## src/rtl/tank_motion_if.sv

```systemverilog
// Request/response and map-lookup signals between a tank mover and its controller.
// master = the side issuing move requests and answering map lookups; slave = tank_motion_ctrl.
interface tank_motion_if;
    logic       move_req;
    logic [1:0] move_dir;
    logic [7:0] other_tank;
    logic       map_is_wall;
    logic [7:0] map_coord;
    logic [3:0] pos_x;
    logic [3:0] pos_y;
    logic [1:0] facing;
    logic       move_ack;
    logic       moved;
    logic       blocked;
    logic       busy;

    modport master (
        output move_req, move_dir, other_tank, map_is_wall,
        input  map_coord, pos_x, pos_y, facing, move_ack, moved, blocked, busy
    );

    modport slave (
        input  move_req, move_dir, other_tank, map_is_wall,
        output map_coord, pos_x, pos_y, facing, move_ack, moved, blocked, busy
    );
endinterface

```

## src/rtl/tank_motion_ctrl.sv

```systemverilog
// Steps one tank across the tile grid: bounds check on request, wall/tank check one
// cycle later through the map lookup, then a cooldown that sets the step rate.
module tank_motion_ctrl #(
    parameter int GRID_MAX      = 12,
    parameter int MOVE_COOLDOWN = 12_500_000,
    parameter int CD_W          = 24,
    parameter int START_X       = 0,
    parameter int START_Y       = 0,
    parameter int START_DIR     = 0
) (
    input  logic         clk,
    input  logic         reset,
    tank_motion_if.slave bus
);
    typedef enum logic [1:0] {IDLE, CHECK, COOLDOWN} state_t;

    localparam logic [3:0]      GMAX    = 4'(GRID_MAX);
    localparam logic [3:0]      SX      = 4'(START_X);
    localparam logic [3:0]      SY      = 4'(START_Y);
    localparam logic [1:0]      SDIR    = 2'(START_DIR);
    localparam bit              NO_CD   = (MOVE_COOLDOWN == 0);
    localparam logic [CD_W-1:0] CD_LOAD = NO_CD ? '0 : CD_W'(MOVE_COOLDOWN - 1);

    state_t          state_q, state_d;
    logic [3:0]      pos_x_q, pos_x_d;
    logic [3:0]      pos_y_q, pos_y_d;
    logic [1:0]      facing_q, facing_d;
    logic [7:0]      map_coord_q, map_coord_d;
    logic [CD_W-1:0] cnt_q, cnt_d;
    logic            moved_q, moved_d;
    logic            blocked_q, blocked_d;
    logic            ack_c;
    logic [3:0]      tgt_x, tgt_y;
    logic            oob;

    always_comb begin
        state_d     = state_q;
        pos_x_d     = pos_x_q;
        pos_y_d     = pos_y_q;
        facing_d    = facing_q;
        map_coord_d = map_coord_q;
        cnt_d       = cnt_q;
        moved_d     = 1'b0;
        blocked_d   = 1'b0;
        ack_c       = 1'b0;
        tgt_x       = pos_x_q;
        tgt_y       = pos_y_q;
        oob         = 1'b0;

        case (bus.move_dir)
            2'd0: begin tgt_y = pos_y_q - 4'd1; oob = (pos_y_q == 4'd0); end
            2'd1: begin tgt_y = pos_y_q + 4'd1; oob = (pos_y_q == GMAX); end
            2'd2: begin tgt_x = pos_x_q - 4'd1; oob = (pos_x_q == 4'd0); end
            default: begin tgt_x = pos_x_q + 4'd1; oob = (pos_x_q == GMAX); end
        endcase

        case (state_q)
            IDLE: begin
                if (bus.move_req) begin
                    ack_c    = 1'b1;
                    facing_d = bus.move_dir;
                    if (oob) begin
                        blocked_d = 1'b1;
                    end else begin
                        map_coord_d = {tgt_x, tgt_y};
                        state_d     = CHECK;
                    end
                end
            end
            // map_coord_q is the latched target; the lookup answer is valid this cycle
            CHECK: begin
                if (bus.map_is_wall || (map_coord_q == bus.other_tank)) begin
                    blocked_d = 1'b1;
                    state_d   = IDLE;
                end else begin
                    pos_x_d = map_coord_q[7:4];
                    pos_y_d = map_coord_q[3:0];
                    moved_d = 1'b1;
                    if (NO_CD) begin
                        state_d = IDLE;
                    end else begin
                        cnt_d   = CD_LOAD;
                        state_d = COOLDOWN;
                    end
                end
            end
            COOLDOWN: begin
                if (cnt_q == '0) state_d = IDLE;
                else             cnt_d   = cnt_q - 1'b1;
            end
            default: state_d = IDLE;
        endcase
    end

    always_ff @(posedge clk or posedge reset) begin
        if (reset) begin
            state_q     <= IDLE;
            pos_x_q     <= SX;
            pos_y_q     <= SY;
            facing_q    <= SDIR;
            map_coord_q <= {SX, SY};
            cnt_q       <= '0;
            moved_q     <= 1'b0;
            blocked_q   <= 1'b0;
        end else begin
            state_q     <= state_d;
            pos_x_q     <= pos_x_d;
            pos_y_q     <= pos_y_d;
            facing_q    <= facing_d;
            map_coord_q <= map_coord_d;
            cnt_q       <= cnt_d;
            moved_q     <= moved_d;
            blocked_q   <= blocked_d;
        end
    end

    assign bus.map_coord = map_coord_q;
    assign bus.pos_x     = pos_x_q;
    assign bus.pos_y     = pos_y_q;
    assign bus.facing    = facing_q;
    assign bus.move_ack  = ack_c;
    assign bus.moved     = moved_q;
    assign bus.blocked   = blocked_q;
    assign bus.busy      = (state_q != IDLE);
endmodule

```

## src/flat_wrapper.sv

```systemverilog
// flat-port wrapper written by rule: the top's interface ports become plain ports
module tank_motion_ctrl_flat 
#(
    parameter int GRID_MAX      = 12,
    parameter int MOVE_COOLDOWN = 12_500_000,
    parameter int CD_W          = 24,
    parameter int START_X       = 0,
    parameter int START_Y       = 0,
    parameter int START_DIR     = 0
)
  (clk, reset, bus_move_req, bus_move_dir, bus_other_tank, bus_map_is_wall, bus_map_coord, bus_pos_x, bus_pos_y, bus_facing, bus_move_ack, bus_moved, bus_blocked, bus_busy);
  tank_motion_if bus_i ();
  input  logic clk;
  input  logic reset;
  input wire logic [$bits(bus_i.move_req)-1:0] bus_move_req;
  input wire logic [$bits(bus_i.move_dir)-1:0] bus_move_dir;
  input wire logic [$bits(bus_i.other_tank)-1:0] bus_other_tank;
  input wire logic [$bits(bus_i.map_is_wall)-1:0] bus_map_is_wall;
  output wire logic [$bits(bus_i.map_coord)-1:0] bus_map_coord;
  output wire logic [$bits(bus_i.pos_x)-1:0] bus_pos_x;
  output wire logic [$bits(bus_i.pos_y)-1:0] bus_pos_y;
  output wire logic [$bits(bus_i.facing)-1:0] bus_facing;
  output wire logic [$bits(bus_i.move_ack)-1:0] bus_move_ack;
  output wire logic [$bits(bus_i.moved)-1:0] bus_moved;
  output wire logic [$bits(bus_i.blocked)-1:0] bus_blocked;
  output wire logic [$bits(bus_i.busy)-1:0] bus_busy;
  assign bus_i.move_req = bus_move_req;
  assign bus_i.move_dir = bus_move_dir;
  assign bus_i.other_tank = bus_other_tank;
  assign bus_i.map_is_wall = bus_map_is_wall;
  assign bus_map_coord = bus_i.map_coord;
  assign bus_pos_x = bus_i.pos_x;
  assign bus_pos_y = bus_i.pos_y;
  assign bus_facing = bus_i.facing;
  assign bus_move_ack = bus_i.move_ack;
  assign bus_moved = bus_i.moved;
  assign bus_blocked = bus_i.blocked;
  assign bus_busy = bus_i.busy;
  tank_motion_ctrl #(.GRID_MAX(GRID_MAX), .MOVE_COOLDOWN(MOVE_COOLDOWN), .CD_W(CD_W), .START_X(START_X), .START_Y(START_Y), .START_DIR(START_DIR)) u_core (.clk(clk), .reset(reset), .bus(bus_i));
endmodule
```

## config.mk

```make
export PLATFORM = sky130hd
export DESIGN_NAME = tank_motion_ctrl_flat
export DESIGN_NICKNAME = d
export VERILOG_FILES = /design/src/rtl/tank_motion_if.sv /design/src/rtl/tank_motion_ctrl.sv /design/src/flat_wrapper.sv
export SDC_FILE = /design/constraint.sdc
export NUM_CORES = 1
export LEC_CHECK = 0
export CAP_MARGIN = 25
export CORE_ASPECT_RATIO = 0.6
export CORE_MARGIN = 4
export CORE_UTILIZATION = 50
export CTS_CLUSTER_SIZE = 28
export DETAILED_ROUTE_END_ITERATION = 6
export PLACE_DENSITY_LB_ADDON = 0.2
export SLEW_MARGIN = 20
export SYNTH_ARGS = -nofsm -noshare
export SYNTH_HDL_FRONTEND = slang
export SYNTH_SLANG_ARGS = --single-unit
```

## constraint.sdc

```tcl
create_clock -name clk -period 2.2 [get_ports clk]
set_input_delay 0.44 -clock clk [delete_from_list [all_inputs] [get_ports clk]]
set_output_delay 0.44 -clock clk [all_outputs]
set_load 0.005 [all_outputs]
```

==> flow_metrics.py <==
metrics = {
    "clocking": {
        "clock_path_buffers": 2,
        "root_buffer": "clkbuf_8",
        "hold_buffers": 0,
        "cts_inserted_buffers": 5,
        "htree_levels": 2,
        "cts_tree": "yes",
        "cts_sinks": 46,
        "path_clk_slew_ps": 90,
        "clkLatencyLatePin_ps": 300,
    },
    "critical_path": {
        "ff2ff_path_depth": 8,
        "critical_path_class": "reg2out",
        "cp-end-kind": "output pin",
        "crit_path_start_kind": "flip-flop",
        "arrival_ps": 1670,
        "worstPathMaxFanout": 4,
        "crit_required_ps": 1760,
    },
    "pwr": {
        "netSwitchingFraction_pct": 38.2,
        "power.internal_mw": 2.31,
        "power_switching_mw": 1.43,
        "finalPower_mw": 3.74,
        "peakVddDrop_v": 0.000696,
        "leakagePower_nw": 1.48,
        "power_frac_seq_pct": 34.1,
        "power_density_nw_per_um2": 1060,
        "p_clk_share_pct": 14.3,
        "comb_power_share_pct": 51.6,
    },
    "global_routing": {
        "antenna_found_initial": 0,
        "grt_use_total_pct": 21.9,
        "grt_max_degree": 47,
        "grt_pass1_wl_um": 11400,
        "gr-total-overflow": 0,
        "first_global_vias": 2296,
    },
    "synthesis": {
        "synth_area_um2": 2710,
        "ys_dominant_reg_cell": "dfrtp_1",
        "synth_seq_cells": 46,
        "synth_edf_count": 0,
        "synth_cell_type_count": 50,
        "avgSynthCellArea_um2": 9.46,
        "syn_inst": 286,
        "yosysWarnings": 0,
        "synth_async_sr_flop_share_pct": 100,
        "ys_seq_area_share_pct": 42.6,
        "syn_nets": 310,
    },
    "sta": {
        "clock_skew_ps": 12.7,
        "worstMarginPinSlew_ps": 399,
        "fin_crit_sh_pct": 96.0,
        "fmax_mhz": 474,
        "min_period_ps": 2110,
        "setup_viol": 0,
        "finalHoldViolations": 0,
        "slew_headroom_pct": 73.4,
        "slew_violations": 0,
    },
    "detailed_routing": {
        "vias_per_cell": 5.73,
        "ant_nets": 0,
        "drt-total-wl_um": 6840,
        "routedWlPerCell_um": 16.2,
        "via_count": 2425,
        "met1_length_um": 3410,
        "highest_layer": "met4",
        "drc": 0,
        "wl_met2_um": 2880,
        "firstDrtPassIters": 4,
        "met3WireLength_um": 484,
        "drt_iter0_markers": 148,
    },
    "place": {
        "port_buffers": 35,
        "routabilityCongestion": 0.857,
        "hpwlAfterDp_um": 5080,
        "place_inst": 411,
    },
    "floorplan": {
        "fp-row-count": 20,
        "dieArea_um2": 6690,
        "fp.dieH_um": 65.0,
        "start_util_pct": 52.5,
        "die_w_um": 103,
        "num_io_pins": 36,
        "core_um2": 5150,
    },
    "finish": {
        "layout.nets": 380,
        "syn2layout_area_growth_pct": 31.0,
        "final_layout_size_suffix_gt1_share_pct": 21.6,
        "diodes": 0,
        "instances_no_fill": 423,
        "final_common_cell": "dfrtp_1",
        "layout_common_cells": "45 x dfrtp_1, 38 x nand2_1, 36 x buf_4, 35 x clkdlybuf4s50_1, 23 x a21oi_1",
        "fin_util_pct": 68.7,
    },
    "run_status": {
        "status": "finished clean",
    },
    "run": {
        "max_cap_violations": 0,
    },
    "worst_hold_path": {
        "hold_path.class": "in2async",
    },
}
state kept, by name (all words and copies together) (netlist names):
name,count
u_core.cnt_q,24
u_core.bus.map_coord,8
u_core.bus.pos_x,4
u_core.bus.pos_y,4
u_core.bus.facing,2
u_core.state_q,2
u_core.bus.blocked,1
u_core.bus.moved,1
stage by stage:
| stage | setup TNS, ps | worst slack, ps | area, um2 | hold slack (ps) |
|---|---|---|---|---|
| after global placement | -5030 | -310 | 3380 | 479 |
| after global routing | -5.10 | -5.10 | 3540 | 512 |
| after CTS | 0 | 9.11 | 3480 | 512 |
| after floorplan | 0 | 139 | 2710 | 452 |
| final | 0 | 88.1 | 3540 | 500 |
| after detailed placement | -6910 | -340 | 3380 | 492 |
cells by family after synthesis:
| family | share of synthesized area, % |
|---|---|
| buffers and inverters | 4.99 |
| adder cells (fa/ha/maj) | 4.90 |
| XOR/XNOR | 5.18 |
| multiplexers | 4.07 |
| flip-flops | 42.6 |
| AND/OR/NAND/NOR | 18.7 |
| AO/OA/AOI/OAI | 19.6 |
cell usage after synthesis (2+ instances only):
cell      instances  share of area, %
buf_2             3              0.55
a21oi_1          23               4.3
o31ai_1           4               1.1
mux2_2            8               3.3
buf_4             2              0.55
a22o_1            4               1.3
nor3_1           10               1.9
nand2_1          38               5.3
clkbuf_1          4              0.55
o22a_1            2              0.65
a41oi_1           2              0.65
dfrtp_1          46                43
ha_1              9               4.2
nand2b_1          6               1.4
xnor2_1           6               1.9
or3_1             3              0.69
nor2_1           13               1.8
o41ai_1           2              0.65
buf_6             3               1.2
inv_1            14               1.9
o21ai_0          19               3.5
or4_1             2              0.55
nand3_1           4              0.74
nand4_1           2              0.46
nor4_1            5               1.2
mux2i_1           2              0.74
nor4_2            2              0.92
xor2_1           10               3.2
a31oi_1          17               3.9
metal layers:
layer,global-route usage (%),vias to the layer above
li1,-,1177
met3,4.41,9
met5,0,-
met1,35.0,1166
met4,5.98,0
met2,29.3,73
power groups by stage:
stage	sequential, mW	clock, mW	combinational [mW]
global route	1.32	0.585	2.13
floorplan	1.26	0	1.02
finish	1.28	0.535	1.93
CTS	1.27	0.544	1.91
detailed placement	1.29	0	1.89
global placement	1.28	0	1.85
final cells by class:
class                      count  area [um2]
clock buffer                   7        86.3
sequential                    46        1150
clock inverter                 1        5.00
multi-input combinational    213        1450
tap                           66        82.6
fill                         400        1610
inverter                      14        52.6
timing repair buffer          76         712
path summary, 6_finish.rpt:
check,startpoint,end,slack (ps)
max reg2reg,u_core.cnt_q[8],u_core.cnt_q[18],120
min,reset,u_core.cnt_q[16],500
min reg2reg,u_core.bus.facing[0],u_core.bus.facing[0],520
max in group asynchronous,reset,u_core.cnt_q[5],1470
min in group clk,u_core.bus.facing[0],u_core.bus.facing[0],520
max,u_core.state_q[0],bus_move_ack,90
critical path, cell delays in order (launching register included):
cell and delay, ps:
dfrtp_1 410, inv_1 90, ha_2 220, nand2_1 80, inv_1 70, clkdlybuf4s50_1 500
repair_timing:
item / 4_1_cts / 5_1_grt
pin swaps: 0 / 3
gates cloned: 0 / 0
setup endpoints to repair: 1 / 28
resized for setup: 1 / 11
buffers inserted: 0 / 4
Note: power is estimated with default switching activity, not from simulation.
